--- src/rtl/alu_mc_if.sv ---
// Request/response bundle between the controller side and alu_mc.
// The master drives operands and the opcode; the slave returns results and flags.
interface alu_mc_if #(
    parameter int WIDTH      = 8,
    parameter int FUNC_WIDTH = 4
);
    logic                  i_valid;
    logic [WIDTH-1:0]      i_a;
    logic [WIDTH-1:0]      i_b;
    logic [FUNC_WIDTH-1:0] i_func;
    logic                  o_ready;
    logic                  o_valid;
    logic [WIDTH-1:0]      o_result;
    logic [WIDTH-1:0]      o_rem;
    logic                  o_carry;
    logic                  o_zero;
    logic                  o_div0;

    modport master (
        output i_valid, i_a, i_b, i_func,
        input  o_ready, o_valid, o_result, o_rem, o_carry, o_zero, o_div0
    );

    modport slave (
        input  i_valid, i_a, i_b, i_func,
        output o_ready, o_valid, o_result, o_rem, o_carry, o_zero, o_div0
    );
endinterface

--- src/rtl/alu_mc.sv ---
// Multi-cycle ALU: single-cycle arithmetic/logic ops plus an iterative
// restoring divider that occupies the unit for WIDTH cycles.
module alu_mc #(
    parameter int WIDTH      = 8,
    parameter int FUNC_WIDTH = 4
) (
    input  logic     i_clk,
    input  logic     i_rst,
    alu_mc_if.slave  bus
);
    localparam int CNT_W = $clog2(WIDTH) + 1;
    localparam logic [CNT_W-1:0] CNT_LAST = CNT_W'(WIDTH - 1);

    localparam logic [FUNC_WIDTH-1:0] FN_ADD  = FUNC_WIDTH'(0);
    localparam logic [FUNC_WIDTH-1:0] FN_SUB  = FUNC_WIDTH'(1);
    localparam logic [FUNC_WIDTH-1:0] FN_MUL  = FUNC_WIDTH'(2);
    localparam logic [FUNC_WIDTH-1:0] FN_DIV  = FUNC_WIDTH'(3);
    localparam logic [FUNC_WIDTH-1:0] FN_AND  = FUNC_WIDTH'(4);
    localparam logic [FUNC_WIDTH-1:0] FN_OR   = FUNC_WIDTH'(5);
    localparam logic [FUNC_WIDTH-1:0] FN_NAND = FUNC_WIDTH'(6);
    localparam logic [FUNC_WIDTH-1:0] FN_NOR  = FUNC_WIDTH'(7);
    localparam logic [FUNC_WIDTH-1:0] FN_XOR  = FUNC_WIDTH'(8);
    localparam logic [FUNC_WIDTH-1:0] FN_XNOR = FUNC_WIDTH'(9);
    localparam logic [FUNC_WIDTH-1:0] FN_EQ   = FUNC_WIDTH'(10);
    localparam logic [FUNC_WIDTH-1:0] FN_GT   = FUNC_WIDTH'(11);
    localparam logic [FUNC_WIDTH-1:0] FN_SHR  = FUNC_WIDTH'(12);
    localparam logic [FUNC_WIDTH-1:0] FN_SHL  = FUNC_WIDTH'(13);

    typedef enum logic {IDLE, DIV} state_t;

    state_t             state;
    logic [CNT_W-1:0]   cnt;
    logic               vld_p1;
    logic [WIDTH-1:0]   result_p1;
    logic [WIDTH-1:0]   rem_p1;
    logic               carry_p1;
    logic               zero_p1;
    logic               div0_p1;

    logic [WIDTH-1:0]   dvd;
    logic [WIDTH-1:0]   dvs;
    logic [WIDTH-1:0]   rem_acc;
    logic [WIDTH-1:0]   quo;

    logic               accept;
    logic               div_start;
    logic [WIDTH-1:0]   alu_res;
    logic [WIDTH-1:0]   alu_rem;
    logic               alu_carry;
    logic               alu_div0;
    logic [WIDTH:0]     sum;
    logic [2*WIDTH-1:0] prod;

    logic [WIDTH:0]     shifted;
    logic [WIDTH:0]     diff;
    logic               qbit;
    logic [WIDTH-1:0]   rem_next;
    logic [WIDTH-1:0]   quo_next;

    assign bus.o_ready  = (state == IDLE);
    assign bus.o_valid  = vld_p1;
    assign bus.o_result = result_p1;
    assign bus.o_rem    = rem_p1;
    assign bus.o_carry  = carry_p1;
    assign bus.o_zero   = zero_p1;
    assign bus.o_div0   = div0_p1;

    assign accept    = bus.i_valid && (state == IDLE);
    assign div_start = (bus.i_func == FN_DIV) && (bus.i_b != '0);

    always_comb begin
        alu_res   = '0;
        alu_rem   = '0;
        alu_carry = 1'b0;
        alu_div0  = 1'b0;
        sum  = {1'b0, bus.i_a} + {1'b0, bus.i_b};
        prod = (2*WIDTH)'(bus.i_a) * (2*WIDTH)'(bus.i_b);
        case (bus.i_func)
            FN_ADD: begin
                alu_res   = sum[WIDTH-1:0];
                alu_carry = sum[WIDTH];
            end
            FN_SUB: begin
                alu_res   = bus.i_a - bus.i_b;
                alu_carry = (bus.i_a < bus.i_b);
            end
            FN_MUL: begin
                alu_res   = prod[WIDTH-1:0];
                alu_carry = (prod[2*WIDTH-1:WIDTH] != '0);
            end
            // Only the divide-by-zero case completes here; other divides iterate.
            FN_DIV: begin
                if (bus.i_b == '0) begin
                    alu_res  = '1;
                    alu_rem  = bus.i_a;
                    alu_div0 = 1'b1;
                end
            end
            FN_AND:  alu_res = bus.i_a & bus.i_b;
            FN_OR:   alu_res = bus.i_a | bus.i_b;
            FN_NAND: alu_res = ~(bus.i_a & bus.i_b);
            FN_NOR:  alu_res = ~(bus.i_a | bus.i_b);
            FN_XOR:  alu_res = bus.i_a ^ bus.i_b;
            FN_XNOR: alu_res = ~(bus.i_a ^ bus.i_b);
            FN_EQ:   alu_res = {{(WIDTH-1){1'b0}}, (bus.i_a == bus.i_b)};
            FN_GT:   alu_res = {{(WIDTH-1){1'b0}}, (bus.i_a > bus.i_b)};
            FN_SHR: begin
                alu_res   = bus.i_a >> 1;
                alu_carry = bus.i_a[0];
            end
            FN_SHL: begin
                alu_res   = bus.i_a << 1;
                alu_carry = bus.i_a[WIDTH-1];
            end
            default: ;
        endcase
    end

    // Restoring step: the sign bit of the trial subtraction selects the quotient bit.
    always_comb begin
        shifted  = {rem_acc, dvd[WIDTH-1]};
        diff     = shifted - {1'b0, dvs};
        qbit     = ~diff[WIDTH];
        rem_next = qbit ? diff[WIDTH-1:0] : shifted[WIDTH-1:0];
        quo_next = {quo[WIDTH-2:0], qbit};
    end

    // Divider working registers carry data only and need no reset.
    always_ff @(posedge i_clk) begin
        if (accept && div_start) begin
            dvd     <= bus.i_a;
            dvs     <= bus.i_b;
            rem_acc <= '0;
            quo     <= '0;
        end else if (state == DIV) begin
            dvd     <= dvd << 1;
            rem_acc <= rem_next;
            quo     <= quo_next;
        end
    end

    // ---- stage p1: control FSM and registered outputs ----
    always_ff @(posedge i_clk or negedge i_rst) begin
        if (!i_rst) begin
            state     <= IDLE;
            cnt       <= '0;
            vld_p1    <= 1'b0;
            result_p1 <= '0;
            rem_p1    <= '0;
            carry_p1  <= 1'b0;
            zero_p1   <= 1'b0;
            div0_p1   <= 1'b0;
        end else begin
            vld_p1 <= 1'b0;
            case (state)
                IDLE: begin
                    if (accept) begin
                        if (div_start) begin
                            cnt   <= '0;
                            state <= DIV;
                        end else begin
                            vld_p1    <= 1'b1;
                            result_p1 <= alu_res;
                            rem_p1    <= alu_rem;
                            carry_p1  <= alu_carry;
                            zero_p1   <= (alu_res == '0);
                            div0_p1   <= alu_div0;
                        end
                    end
                end
                DIV: begin
                    cnt <= cnt + 1'b1;
                    if (cnt == CNT_LAST) begin
                        state     <= IDLE;
                        vld_p1    <= 1'b1;
                        result_p1 <= quo_next;
                        rem_p1    <= rem_next;
                        carry_p1  <= 1'b0;
                        zero_p1   <= (quo_next == '0);
                        div0_p1   <= 1'b0;
                    end
                end
                default: state <= IDLE;
            endcase
        end
    end
endmodule

--- src/flat_wrapper.sv ---
// flat-port wrapper written by rule: the top's interface ports become plain ports
module alu_mc_flat 
#(
    parameter int WIDTH      = 8,
    parameter int FUNC_WIDTH = 4
)
  (i_clk, i_rst, bus_i_valid, bus_i_a, bus_i_b, bus_i_func, bus_o_ready, bus_o_valid, bus_o_result, bus_o_rem, bus_o_carry, bus_o_zero, bus_o_div0);
  alu_mc_if #(.WIDTH(WIDTH), .FUNC_WIDTH(FUNC_WIDTH)) bus_i ();
  input  logic i_clk;
  input  logic i_rst;
  input wire logic [$bits(bus_i.i_valid)-1:0] bus_i_valid;
  input wire logic [$bits(bus_i.i_a)-1:0] bus_i_a;
  input wire logic [$bits(bus_i.i_b)-1:0] bus_i_b;
  input wire logic [$bits(bus_i.i_func)-1:0] bus_i_func;
  output wire logic [$bits(bus_i.o_ready)-1:0] bus_o_ready;
  output wire logic [$bits(bus_i.o_valid)-1:0] bus_o_valid;
  output wire logic [$bits(bus_i.o_result)-1:0] bus_o_result;
  output wire logic [$bits(bus_i.o_rem)-1:0] bus_o_rem;
  output wire logic [$bits(bus_i.o_carry)-1:0] bus_o_carry;
  output wire logic [$bits(bus_i.o_zero)-1:0] bus_o_zero;
  output wire logic [$bits(bus_i.o_div0)-1:0] bus_o_div0;
  assign bus_i.i_valid = bus_i_valid;
  assign bus_i.i_a = bus_i_a;
  assign bus_i.i_b = bus_i_b;
  assign bus_i.i_func = bus_i_func;
  assign bus_o_ready = bus_i.o_ready;
  assign bus_o_valid = bus_i.o_valid;
  assign bus_o_result = bus_i.o_result;
  assign bus_o_rem = bus_i.o_rem;
  assign bus_o_carry = bus_i.o_carry;
  assign bus_o_zero = bus_i.o_zero;
  assign bus_o_div0 = bus_i.o_div0;
  alu_mc #(.WIDTH(WIDTH), .FUNC_WIDTH(FUNC_WIDTH)) u_core (.i_clk(i_clk), .i_rst(i_rst), .bus(bus_i));
endmodule
--- config.mk ---
export PLATFORM = sky130hd
export DESIGN_NAME = alu_mc_flat
export DESIGN_NICKNAME = d
export VERILOG_FILES = /design/src/rtl/alu_mc_if.sv /design/src/rtl/alu_mc.sv /design/src/flat_wrapper.sv
export SDC_FILE = /design/constraint.sdc
export NUM_CORES = 1
export LEC_CHECK = 0
export ABC_AREA = 1
export CAP_MARGIN = 20
export CORE_MARGIN = 10
export CORE_UTILIZATION = 44
export DETAILED_ROUTE_END_ITERATION = 8
export PLACE_DENSITY = 0.6
export RECOVER_POWER = 50
export SLEW_MARGIN = 30
export SYNTH_ARGS = -nofsm -noshare
export SYNTH_HDL_FRONTEND = slang
export SYNTH_SLANG_ARGS = --single-unit
--- constraint.sdc ---
create_clock -name i_clk -period 4.2 [get_ports i_clk]
set_clock_uncertainty 0.05 [all_clocks]
set_input_delay 0.63 -clock i_clk [delete_from_list [all_inputs] [get_ports i_clk]]
set_output_delay 0.63 -clock i_clk [all_outputs]
set_load 0.03 [all_outputs]
# --- Word level (Yosys, flattened, before mapping) ---
# Cells that the tools add are included.
totals:
  input_bits: 23
  out_inout_bits: 21
  register_bits: 56
classes:
  eq_ne: 19
  reduce_logical: 12
  magnitude_cmp: 2
  mux: 40
  mul: 1
  n_bitwise: 8
  n_addsub: 4
op_table:
  columns: ["operator", "n"]
  rows:
  - ["one-hot mux 8 bit (14 select lines)", 1]
  - ["two-way mux 8 bit", 12]
  - ["one-hot mux 8 bit (2 select lines)", 2]
  - ["equality test 4 bit (second input constant)", 6]
  - ["zero test 8 bit", 3]
  - ["NOT 8 bit", 3]
  - ["equality test 4 x 3 -> 1 bit (second input constant)", 5]
  - ["multiplier 8 x 8 -> 16 bit", 1]
  - ["two-way mux 1 bit", 16]
  - ["nonzero test 8 bit", 2]
  - ["one-hot mux 1 bit (2 select lines)", 5]
  - ["adder 8 x 8 -> 9 bit", 1]
  - ["subtractor 9 x 8 -> 9 bit", 1]
  - ["bitwise AND 8 bit", 1]
  - ["equality test 4 x 2 -> 1 bit (second input constant)", 2]
  - ["equality test 8 bit", 1]
  - ["> comparator 8 bit", 1]
  - ["less-than comparator 8 bit", 1]
  - ["two-way mux 4 bit", 2]
  - ["bitwise OR 8 bit", 1]
  - ["one-hot mux 4 bit (2 select lines)", 1]
  - ["subtractor 8 bit", 1]
  - ["bitwise XOR 8 bit", 1]
  - ["one-hot mux 1 bit (5 select lines)", 1]
  - ["other kinds (10)", 15]

# --- Longest topological paths before layout ---
# Gate-level depths: netlist (run 1).
logic_depth:
  ltp_word: 7
  depth_mapped: 24
  ltp_nobuf: 24

# --- Worst setup path before layout (run 1) ---
# OpenSTA, ideal clock, no wires.
synth_path:
  path_type: "input to register"
  start: "input port bus_i_a[1]"
  end: "register u_core.carry_p1 (netlist: u_core.bus.o_carry)"
  arrival_time_ns: 4.372
  setup_slack_ns: -0.339
  n_path_buf: 1
  setup_ns: 0.117
  path_stages: 20
  path_cell_list: "clkbuf_1 nand2_1 fa_1 fa_1 fa_1 fa_1 inv_1 ha_1 a21oi_1 inv_1 o21ai_0 nand3_1 nand2_1 nand2_1 nor2_1 nand3_1 nand2_1 nand2_1 nand2_1 nand2_1"
synth_via:
  elab_chain_len: 6
  elab_cells_between_ends: 8
  classes_between: "add/sub: 1; mul: 1; order compare: 1; mux: 4; reduce/logical: 1"
synth_rtl:
  columns: ["element", "line", "rtl"]
  rows:
  - ["from (decl)", "flat_wrapper.sv:12", "input wire logic [$bits(bus_i.i_a)-1:0] bus_i_a;"]
  - ["multiplier 8 x 8 -> 16 bit", "alu_mc.sv:77", "prod = (2*WIDTH)'(bus.i_a) * (2*WIDTH)'(bus.i_b);"]
  - ["nonzero test 8 bit", "alu_mc.sv:89", "alu_carry = (prod[2*WIDTH-1:WIDTH] != '0);"]
  - ["one-hot mux 1 bit (5 select lines) (*)", "alu_mc.sv:78", "case (bus.i_func)"]
  - ["two-way mux 1 bit (*)", "alu_mc.sv:158", "if (div_start) begin"]
  - ["two-way mux 1 bit (*)", "alu_mc.sv:157", "if (accept) begin"]
  - ["one-hot mux 1 bit (2 select lines) (*)", "alu_mc.sv:155", "case (state)"]
  - ["to (signal assigned)", "alu_mc.sv:165", "carry_p1 <= alu_carry;"]
  - ["to (decl)", "alu_mc.sv:36", "logic carry_p1;"]
# Mark *: on every way between the ends. The rest lies on a longest branch, timed or not. The select of a mux whose other input is x is not followed.
# A chain may end at the register's enable or synchronous reset.

# --- Final worst setup path (run 1) ---
layout_path:
  start: "input port bus_i_b[2]"
  end: "register u_core.carry_p1 (netlist: u_core.bus.o_carry)"
layout_via:
  elab_chain_len: 6
  elab_cells_between_ends: 12
  classes_between: "add/sub: 1; mul: 1; order compare: 1; eq/ne: 1; mux: 4; reduce/logical: 4"
layout_rtl:
  columns: ["element", "line", "rtl"]
  rows:
  - ["from (decl)", "flat_wrapper.sv:13", "input wire logic [$bits(bus_i.i_b)-1:0] bus_i_b;"]
  - ["multiplier 8 x 8 -> 16 bit", "alu_mc.sv:77", null]
  - ["nonzero test 8 bit", "alu_mc.sv:89", null]
  - ["one-hot mux 1 bit (5 select lines)", "alu_mc.sv:78", null]
  - ["two-way mux 1 bit", "alu_mc.sv:158", null]
  - ["two-way mux 1 bit", "alu_mc.sv:157", null]
  - ["one-hot mux 1 bit (2 select lines)", "alu_mc.sv:155", null]
# Parallel ways exist; a longest one is shown, timed or not. The select of a mux whose other input is x is not followed.

==> flow_metrics.env, run 1 <==
export IMPL_report_final_slew_viol_count=26
export IMPL_maxSlewHeadroom_pct=-3.416
export IMPL_p_leak_nw=4.539
export IMPL_viasPerCell=5.244
export IMPL_htreeDepth=2
export IMPL_synth_edf_count=16
export IMPL_overflow=0
export IMPL_critPathMaxFanout=4
export IMPL_grt_pass1_wl_um=33030
export IMPL_clk_pin_slew_ps=80
export IMPL_routabilityCongestion=1.001
export IMPL_violations="max-capacitance violations, max-slew violations"
export IMPL_finalSetupViolations=0
export IMPL_postCtsHoldBufs=0
export IMPL_final_cell_mix="nand2_1 (249), inv_1 (180), nor2_1 (85), buf_4 (75), ha_1 (55)"
export IMPL_rsz0062_at_grt="true"
export IMPL_synth_top_area_cell="nand2_1"
export IMPL_first_pass_iters=7
export IMPL_die_area_um2=20380
export IMPL_post_route_min_period_ps=4160
export IMPL_power_density_nw_per_um2=490.7
export IMPL_synth_top_area_share_pct=15.40
export IMPL_holdPathStages=2
export IMPL_antenna_found_initial=0
export IMPL_synth_flop_cell="dfrtp_1"
export IMPL_layout_commonest_cell="nand2_1"
export IMPL_worstHoldPathType="flop to flop"
export IMPL_die_w_um=142.8
export IMPL_fmax_mhz=240.4
export IMPL_drv_cap=1
export IMPL_drtIter0Drc=527
export IMPL_worstPathArrival_ps=4300
export IMPL_layout_drive_gt1_share_pct=18.57
export IMPL_numCtsBuffers=5
export IMPL_outcome="finished with violations"
export IMPL_wl_per_cell_um=16.40
export IMPL_drcViolationCount=0
export IMPL_place_inst=1248
export IMPL_yosysWarnings=0
export IMPL_diodes=0
export IMPL_yosys_top_cells_area="nand2_1 (15%), ha_1 (13%), fa_1 (12%)"
export IMPL_critPathLaunch="bus_i_b[2]"
export IMPL_pin_count=44
export IMPL_grt_util_all_layers_pct=20.22
export IMPL_detailedPlace_worstSlack_ps=-912.0
export IMPL_syn_area_per_cell_um2=6.759
export IMPL_crit_type="input port to flop"
export IMPL_start_util_pct=45.28
export IMPL_vias=6671
export IMPL_ys_seq_elements=56
export IMPL_synth_async_reset_ratio_pct=44.64
export IMPL_first_global_vias=6364
export IMPL_cts_sinks=56
export IMPL_io_buffers=43
export IMPL_nets=1218
export IMPL_cts_tree="yes"
export IMPL_num_rows=44
export IMPL_cts_root_buf="clkbuf_16"
export IMPL_startpoint_type="input port"
export IMPL_die_y_um=142.8
export IMPL_coreArea_um2=14640
export IMPL_regToRegStartpoint="u_core.state"
export IMPL_ctsLongestPathBuffers=2
export IMPL_period_share_pct=99.05
export IMPL_grt_max_degree=26
export IMPL_hold_viol=0
export IMPL_hpwlAfterDp_um=16360
export IMPL_ant_nets=0
export IMPL_clk_insertion_delay_late_ps=300
export IMPL_total_power_w=0.004135
export IMPL_layout_cells_non_filler=1272
export IMPL_synth_cells=981
export IMPL_hold_ws_ps=425.9
export IMPL_crit_path_end_kind="flop"
export IMPL_peakVddDrop_v=0.0002311
export IMPL_synth_cell_type_count=42
export IMPL_syn_area_um2=6630
export IMPL_tightest_slew_ps=1551
export IMPL_synth_seq_area_share_pct=21.21
export IMPL_setup_ws_ps=40.01
export IMPL_syn_to_final_growth_pct=27.12
export IMPL_synth_net_count=1112
export IMPL_drt_total_wl_um=20860
export IMPL_required_ps=4340
export IMPL_min_from="u_core.bus.o_div0"
export IMPL_rr_worst_depth=9
-- registers in the layout, indices dropped and copies added (netlist names) --
signal	flops
u_core.state	1
u_core.bus.o_result	8
u_core.rem_acc	8
u_core.quo	7
u_core.dvd	8
u_core.bus.o_valid	1
u_core.cnt	4
u_core.bus.o_div0	1
u_core.dvs	8
u_core.bus.o_zero	1
u_core.bus.o_rem	8
u_core.bus.o_carry	1
-- synth_stat cells, types with 2 or more instances --
cell and instances:
nor3_1 5, edfxtp_1 16, o21a_1 2, a22oi_1 8, a31oi_1 3, inv_2 3
nand4_1 14, o22ai_1 3, buf_2 15, o21ai_0 36, xor2_1 7, dfrtp_1 25
a21oi_1 42, a21boi_0 2, nand2_1 272, nand2_2 3, xnor2_1 2, nor2_4 2
o211ai_1 9, or2_2 3, ha_1 69, dfxtp_1 15, nor2_1 93, o21bai_1 2
fa_1 39, nor2_2 2, nand3_1 63, nor4_1 2, inv_1 191, clkbuf_1 13
o21ai_1 9
-- final cells by class --
cell class,count,area [um2]
repair buffers,129,1121
multi-input cells,701,4798
well taps,184,230.2
clock inverters,2,15.01
clock buffers,6,128.9
flip-flops and latches,56,1406
fillers,1413,6216
inverters,194,728.2
-- worst max-delay path: stages --
cell     delay, ps
buf_6          100
buf_6          130
nand2_2         60
inv_2           40
fa_1           520
inv_1           50
fa_2           520
fa_1           420
fa_1           510
inv_2           40
ha_4           300
nand2_2        100
nor2_4         150
nand3_2        110
nand4_1        120
nand2_1         70
nor2_2         110
nand3_1         90
nand2_1         90
nand2_1         50
nand2_1         60
nand2_1         40
-- cells by family after synthesis --
kind of cell             share of synthesized area, %
buffers and inverters                           13.13
adder cells (fa/ha/maj)                         24.80
XOR/XNOR                                        1.604
AND/OR/NAND/NOR                                 28.61
AO/OA/AOI/OAI                                   10.64
flip-flops                                      21.21
-- stage by stage --
stage | utilization, % | TNS [ps] | cell area, um2
2_1_floorplan | - | 0 | 6730
3_3_place_gp | 53.02 | -4323 | 7764
3_5_place_dp | 53.02 | -4439 | 7764
4_1_cts | 55.88 | -13.32 | 8183
5_1_grt | 57.55 | -287.8 | 8428
6_report | 57.55 | 0 | 8428
-- power by group --
group          switching, W  leakage [nW]  internal, W
Combinational       0.00164          3.87      0.00115
Sequential         0.000125         0.594     0.000785
Clock              0.000204        0.0714     0.000224
Total               0.00197          4.54      0.00216
-- repair_timing --
action / 4_1_cts / 5_1_grt
setup endpoints to repair: 5 / 5
resized for setup: 107 / 87
pin swaps: 36 / 56
endpoints found under the hold margin: 0 / 0
buffers inserted: 18 / 2
-- metal layers --
layer	vias up	track usage [%]	wire, um
li1	3287	-	-
met1	3144	28.79	9638
met2	213	32.48	9666
met3	27	1.260	1160
met4	0	5.375	390
met5	-	0	0
-- worst paths after layout --
path,slack (ps),end
max in group asynchronous,2000,u_core.bus.o_rem[7]
worst min-delay path,430,u_core.bus.o_div0
worst max-delay path,40,u_core.bus.o_carry
worst min register to register,430,u_core.bus.o_div0
worst max register to register,1400,u_core.bus.o_zero
min in group asynchronous,1190,u_core.bus.o_div0
No activity file was read; power rests on OpenSTA's default activity.
==> inputs of run 2 (changes only) <==
--- a/config.mk
+++ b/config.mk
@@ -10,6 +10,7 @@
 export CORE_MARGIN = 10
 export CORE_UTILIZATION = 44
 export DETAILED_ROUTE_END_ITERATION = 8
+export GPL_ROUTABILITY_DRIVEN = 0
 export PLACE_DENSITY = 0.6
 export RECOVER_POWER = 50
 export SLEW_MARGIN = 30
==> flow_metrics.env, run 2 (synthesized netlist as in run 1, its figures left out) <==
export IMPL_ant_nets=0
export IMPL_tightest_slew_ps=668.0
export IMPL_min_from="u_core.bus.o_div0"
export IMPL_numCtsBuffers=5
export IMPL_pin_count=44
export IMPL_regToRegStartpoint="u_core.dvs[0]"
export IMPL_layout_drive_gt1_share_pct=17.82
export IMPL_cts_tree="yes"
export IMPL_cts_root_buf="clkbuf_16"
export IMPL_hold_end="u_core.bus.o_div0"
export IMPL_worstHoldPathType="flop to flop"
export IMPL_diodes=0
export IMPL_ff2ff_setup_slack_ps=1690
export IMPL_detailedPlace_worstSlack_ps=-934.2
export IMPL_rsz0062_at_grt="true"
export IMPL_multiInputGateArea_um2=4712
export IMPL_htreeDepth=2
export IMPL_final_cell_mix="nand2_1 (255), inv_1 (180), nor2_1 (87), buf_4 (84), nand3_1 (59)"
export IMPL_power_density_nw_per_um2=498.6
export IMPL_drtIter0Drc=504
export IMPL_peakVddDrop_v=0.0002270
export IMPL_overflow=0
export IMPL_period_share_pct=100.0
export IMPL_nets=1224
export IMPL_violations="negative setup slack"
export IMPL_antenna_found_initial=0
export IMPL_crit_type="input port to flop"
export IMPL_start_util_pct=45.28
export IMPL_vias=6625
export IMPL_rr_endpoint="u_core.bus.o_rem[7]"
export IMPL_maxSlewHeadroom_pct=55.30
export IMPL_num_rows=44
export IMPL_coreArea_um2=14640
export IMPL_first_pass_iters=6
export IMPL_die_area_um2=20380
export IMPL_ctsLongestPathBuffers=2
export IMPL_postCtsHoldBufs=0
export IMPL_crit_path_end_kind="flop"
export IMPL_clk_pin_slew_ps=70
export IMPL_io_buffers=43
export IMPL_p_leak_nw=4.518
export IMPL_critPathMaxFanout=5
export IMPL_report_final_slew_viol_count=0
export IMPL_drt_total_wl_um=20460
export IMPL_layout_commonest_cell="nand2_1"
export IMPL_grt_pass1_wl_um=32940
export IMPL_rr_worst_depth=9
export IMPL_fmax_mhz=238.0
export IMPL_holdPathStages=2
export IMPL_hpwlAfterDp_um=16540
export IMPL_startpoint_type="input port"
export IMPL_drv_cap=0
export IMPL_required_ps=4340
export IMPL_post_route_min_period_ps=4201
export IMPL_die_y_um=142.8
export IMPL_seqCellArea_um2=1406
export IMPL_finalSetupViolations=1
export IMPL_clk_insertion_delay_late_ps=300
export IMPL_fillers=1456
export IMPL_die_w_um=142.8
export IMPL_wl_per_cell_um=16.01
export IMPL_hold_viol=0
export IMPL_syn_to_final_growth_pct=26.06
export IMPL_viasPerCell=5.184
export IMPL_grt_max_degree=26
export IMPL_finalSetupTns_ps=-1.493
export IMPL_setup_ws_ps=-1.493
export IMPL_grt_util_all_layers_pct=20.08
export IMPL_drcViolationCount=0
export IMPL_worstPathArrival_ps=4350
export IMPL_first_global_vias=6413
export IMPL_outcome="finished with violations"
export IMPL_cts_sinks=56
[run 2: repair_timing]
action | CTS | global route
pin swaps | 41 | 37
endpoints found under the hold margin | 0 | 0
setup buffers | 14 | 2
setup endpoints to repair | 6 | 5
gates resized for setup | 126 | 34
gates cloned | 0 | 0
[run 2: through the flow]
| stage | total power (W) | instance area, um2 | instances | util (%) | hold slack [ps] |
|---|---|---|---|---|---|
| floorplan | 0.002653 | 6730 | 981 | - | 284.4 |
| global route | 0.004541 | 8358 | 1278 | 57.07 | 457.3 |
| CTS | 0.004095 | 8269 | 1277 | 56.47 | 439.8 |
| detailed placement | 0.003419 | 7819 | 1257 | 53.39 | 418.1 |
| finish | 0.004168 | 8358 | 1278 | 57.07 | 436.2 |
| global placement | 0.003402 | 7819 | 1257 | 53.39 | 408.7 |
[run 2: routing by layer]
| metal | GRT usage, % | wire length, um | vias up |
|---|---|---|---|
| met3 | 1.658 | 1170 | 22 |
| li1 | - | - | 3289 |
| met5 | 0 | 0 | - |
| met4 | 5.646 | 344 | 0 |
| met1 | 28.23 | 9426 | 3113 |
| met2 | 32.26 | 9518 | 201 |
[run 2: worst max-delay path by stage]
stage                    start                  to  slack, ps  depth (start not counted)
global placement    bus_i_a[4]  u_core.bus.o_carry       -890                         21
CTS                 bus_i_b[4]  u_core.bus.o_carry         -3                         22
floorplan           bus_i_a[2]  u_core.bus.o_carry        0.1                         21
global route        bus_i_a[5]  u_core.bus.o_carry       -190                         23
finish              bus_i_b[4]  u_core.bus.o_carry         -1                         22
detailed placement  bus_i_a[4]  u_core.bus.o_carry       -930                         21
[run 2: report_power, final]
group | total, W | switching (W) | leakage [nW] | internal [W]
combinational | 0.00283 | 0.00163 | 3.86 | 0.00120
clock | 0.000424 | 0.000201 | 0.0671 | 0.000223
sequential | 0.000915 | 0.000129 | 0.594 | 0.000786
total | 0.00417 | 0.00196 | 4.52 | 0.00220
[run 2: layout make-up]
type | count | share of cell area [%]
clock inverters | 2 | 0.1946
clock buffers | 6 | 1.542
multi-input cells | 701 | 56.38
flip-flops and latches | 56 | 16.83
repair buffers | 135 | 13.59
inverters | 194 | 8.713
well taps | 184 | 2.754
[run 2: worst max-delay path, cell delays in order]
cell	delay, ps
buf_8	110
buf_6	130
ha_4	150
fa_1	490
inv_2	40
fa_2	520
fa_1	430
fa_1	500
inv_2	40
ha_4	240
a21oi_4	190
nor2_4	60
o21ai_2	150
nand3_1	90
nand2_1	70
nand2_1	60
nor2_1	120
nand3_1	80
nand2_1	70
nand2_1	50
nand2_1	60
nand2_1	50
==> inputs of run 3 (changes only) <==
--- a/config.mk
+++ b/config.mk
@@ -11,8 +11,8 @@
 export CORE_UTILIZATION = 44
 export DETAILED_ROUTE_END_ITERATION = 8
 export GPL_ROUTABILITY_DRIVEN = 0
-export PLACE_DENSITY = 0.6
 export RECOVER_POWER = 50
+export SKIP_CTS_REPAIR_TIMING = 1
 export SLEW_MARGIN = 30
 export SYNTH_ARGS = -nofsm -noshare
 export SYNTH_HDL_FRONTEND = slang
==> flow_metrics.env, run 3 (synthesized netlist as in run 1, its figures left out) <==
export IMPL_critPathLaunch="bus_i_b[4]"
export IMPL_path_depth=22
export IMPL_cp_top_family="adder cells"
export IMPL_hold_viol=0
export IMPL_max_stage_delay_ps=560
export IMPL_design_area_um2=8232
export IMPL_hpwlAfterDp_um=16540
export IMPL_crit_path_end="u_core.bus.o_carry"
export IMPL_grt_use_met3_pct=1.957
export IMPL_startpoint_type="input port"
export IMPL_peakVddDrop_v=0.0002180
export IMPL_diodes=0
export IMPL_first_global_vias=6279
export IMPL_cts_sinks=56
export IMPL_layout_drive_gt1_share_pct=15.60
export IMPL_die_y_um=142.8
export IMPL_finalSetupTns_ps=-98.80
export IMPL_rr_worst_depth=9
export IMPL_ff2ff_setup_slack_ps=1350
export IMPL_numCtsBuffers=5
export IMPL_antenna_found_initial=0
export IMPL_setup_ws_ps=-98.80
export IMPL_violations="max-capacitance violations, max-slew violations, negative setup slack"
export IMPL_drcViolationCount=0
export IMPL_regToRegStartpoint="u_core.state"
export IMPL_viasPerCell=5.201
export IMPL_worstHoldPathType="flop to flop"
export IMPL_coreArea_um2=14640
export IMPL_crit_path_end_kind="flop"
export IMPL_detailedPlace_worstSlack_ps=-934.2
export IMPL_pin_count=44
export IMPL_rsz0062_at_grt="true"
export IMPL_use_met1_pct=27.79
export IMPL_num_rows=44
export IMPL_holdPathStages=2
export IMPL_syn_to_final_growth_pct=24.16
export IMPL_drtIter0Drc=600
export IMPL_min_from="u_core.bus.o_div0"
export IMPL_grt_util_all_layers_pct=19.71
export IMPL_grt_busiest_layer="met2"
export IMPL_worstPathArrival_ps=4440
export IMPL_fmax_mhz=232.6
export IMPL_wl_per_cell_um=15.83
export IMPL_crit_slowest_cell="fa_1"
export IMPL_cts_root_buf="clkbuf_16"
export IMPL_period_share_pct=102.4
export IMPL_p_leak_nw=4.522
export IMPL_report_final_slew_viol_count=26
export IMPL_first_pass_iters=6
export IMPL_required_ps=4340
export IMPL_cp_buffers_inverters=4
export IMPL_vias=6626
export IMPL_rr_endpoint="u_core.bus.o_zero"
export IMPL_io_buffers=43
export IMPL_ctsLongestPathBuffers=2
export IMPL_die_w_um=142.8
export IMPL_finalSetupViolations=1
export IMPL_drv_cap=1
export IMPL_maxSlewHeadroom_pct=-1.774
export IMPL_path_common_cell="nand2_1"
export IMPL_overflow=0
export IMPL_use_met2_pct=31.30
export IMPL_ant_nets=0
export IMPL_htreeDepth=2
export IMPL_post_route_min_period_ps=4299
export IMPL_cts_tree="yes"
export IMPL_tightest_slew_ps=1527
export IMPL_die_area_um2=20380
export IMPL_final_util_pct=56.21
export IMPL_crit_path_cell_trace="buf_8, buf_6, ha_4, fa_1, inv_2, fa_2, fa_1, fa_1, inv_2, ha_4, a21oi_4, nor2_4, o21ai_2, nand3_1, nand2_1, nand2_1, nor2_1, nand3_1, nand2_1, nand2_1, nand2_1, nand2_1"
export IMPL_grt_max_degree=26
export IMPL_place_area_um2=7819
export IMPL_nets=1220
export IMPL_clk_insertion_delay_late_ps=300
export IMPL_grt_pass1_wl_um=32330
export IMPL_power_density_nw_per_um2=487.7
export IMPL_layout_commonest_cell="nand2_1"
export IMPL_clk_pin_slew_ps=80
export IMPL_critPathMaxFanout=6
export IMPL_outcome="finished with violations"
export IMPL_final_cell_mix="nand2_1 (261), inv_1 (184), nor2_1 (90), buf_4 (74), ha_1 (59)"
export IMPL_drt_total_wl_um=20160
export IMPL_crit_type="input port to flop"
export IMPL_start_util_pct=45.28
-- run 3: cell types whose count changed in the layout (fill, tap and decap cells not counted), sizes merged --
cell,before,now
buf,102,91
clkbuf,9,15
clkdlybuf4s50,27,8
dlygate4sd2,2,0
dlygate4sd3,0,20
dlymetal6s2s,1,3
-- run 3: area by class of cell --
type | instances | area (um2)
Fill cell | 1471 | 6412
Multi-Input combinational cell | 701 | 4617
Sequential cell | 56 | 1406
Timing Repair Buffer | 131 | 1105
Inverter | 194 | 728.2
Tap cell | 184 | 230.2
Clock buffer | 6 | 128.9
Clock inverter | 2 | 16.27
-- run 3: worst min path at each step --
stage,to,slack (ps)
4_1_cts,u_core.bus.o_div0,440
2_1_floorplan,u_core.bus.o_carry,280
3_5_place_dp,u_core.bus.o_div0,420
5_1_grt,u_core.rem_acc[5],460
6_report,u_core.bus.o_div0,430
3_3_place_gp,u_core.bus.o_div0,410
-- run 3: worst min-delay path, stage by stage, from the launching register on --
cell	delay [ps]
dfrtp_1	340
nand2_1	60
nand2_1	50
-- run 3: where the power goes --
| group | switching (W) | internal (W) | total [W] |
|---|---|---|---|
| clock | 0.000201 | 0.000223 | 0.000424 |
| combinational | 0.00157 | 0.00111 | 0.00268 |
| sequential | 0.000127 | 0.000786 | 0.000912 |
-- run 3: layer usage --
| layer | share of wire [%] | vias to the layer above |
|---|---|---|
| met5 | 0 | - |
| met1 | 47 | 3103 |
| li1 | - | 3288 |
| met2 | 45 | 198 |
| met3 | 5.2 | 37 |
| met4 | 2.6 | 0 |
-- run 3: per-stage QoR --
stage / cells / hold slack [ps] / total power, W
after floorplan: 981 / 284.4 / 0.002653
after global routing: 1274 / 457.3 / 0.004389
after detailed placement: 1257 / 418.1 / 0.003419
final: 1274 / 430.1 / 0.004014
after global placement: 1257 / 408.7 / 0.003402
after CTS: 1265 / 439.8 / 0.003857
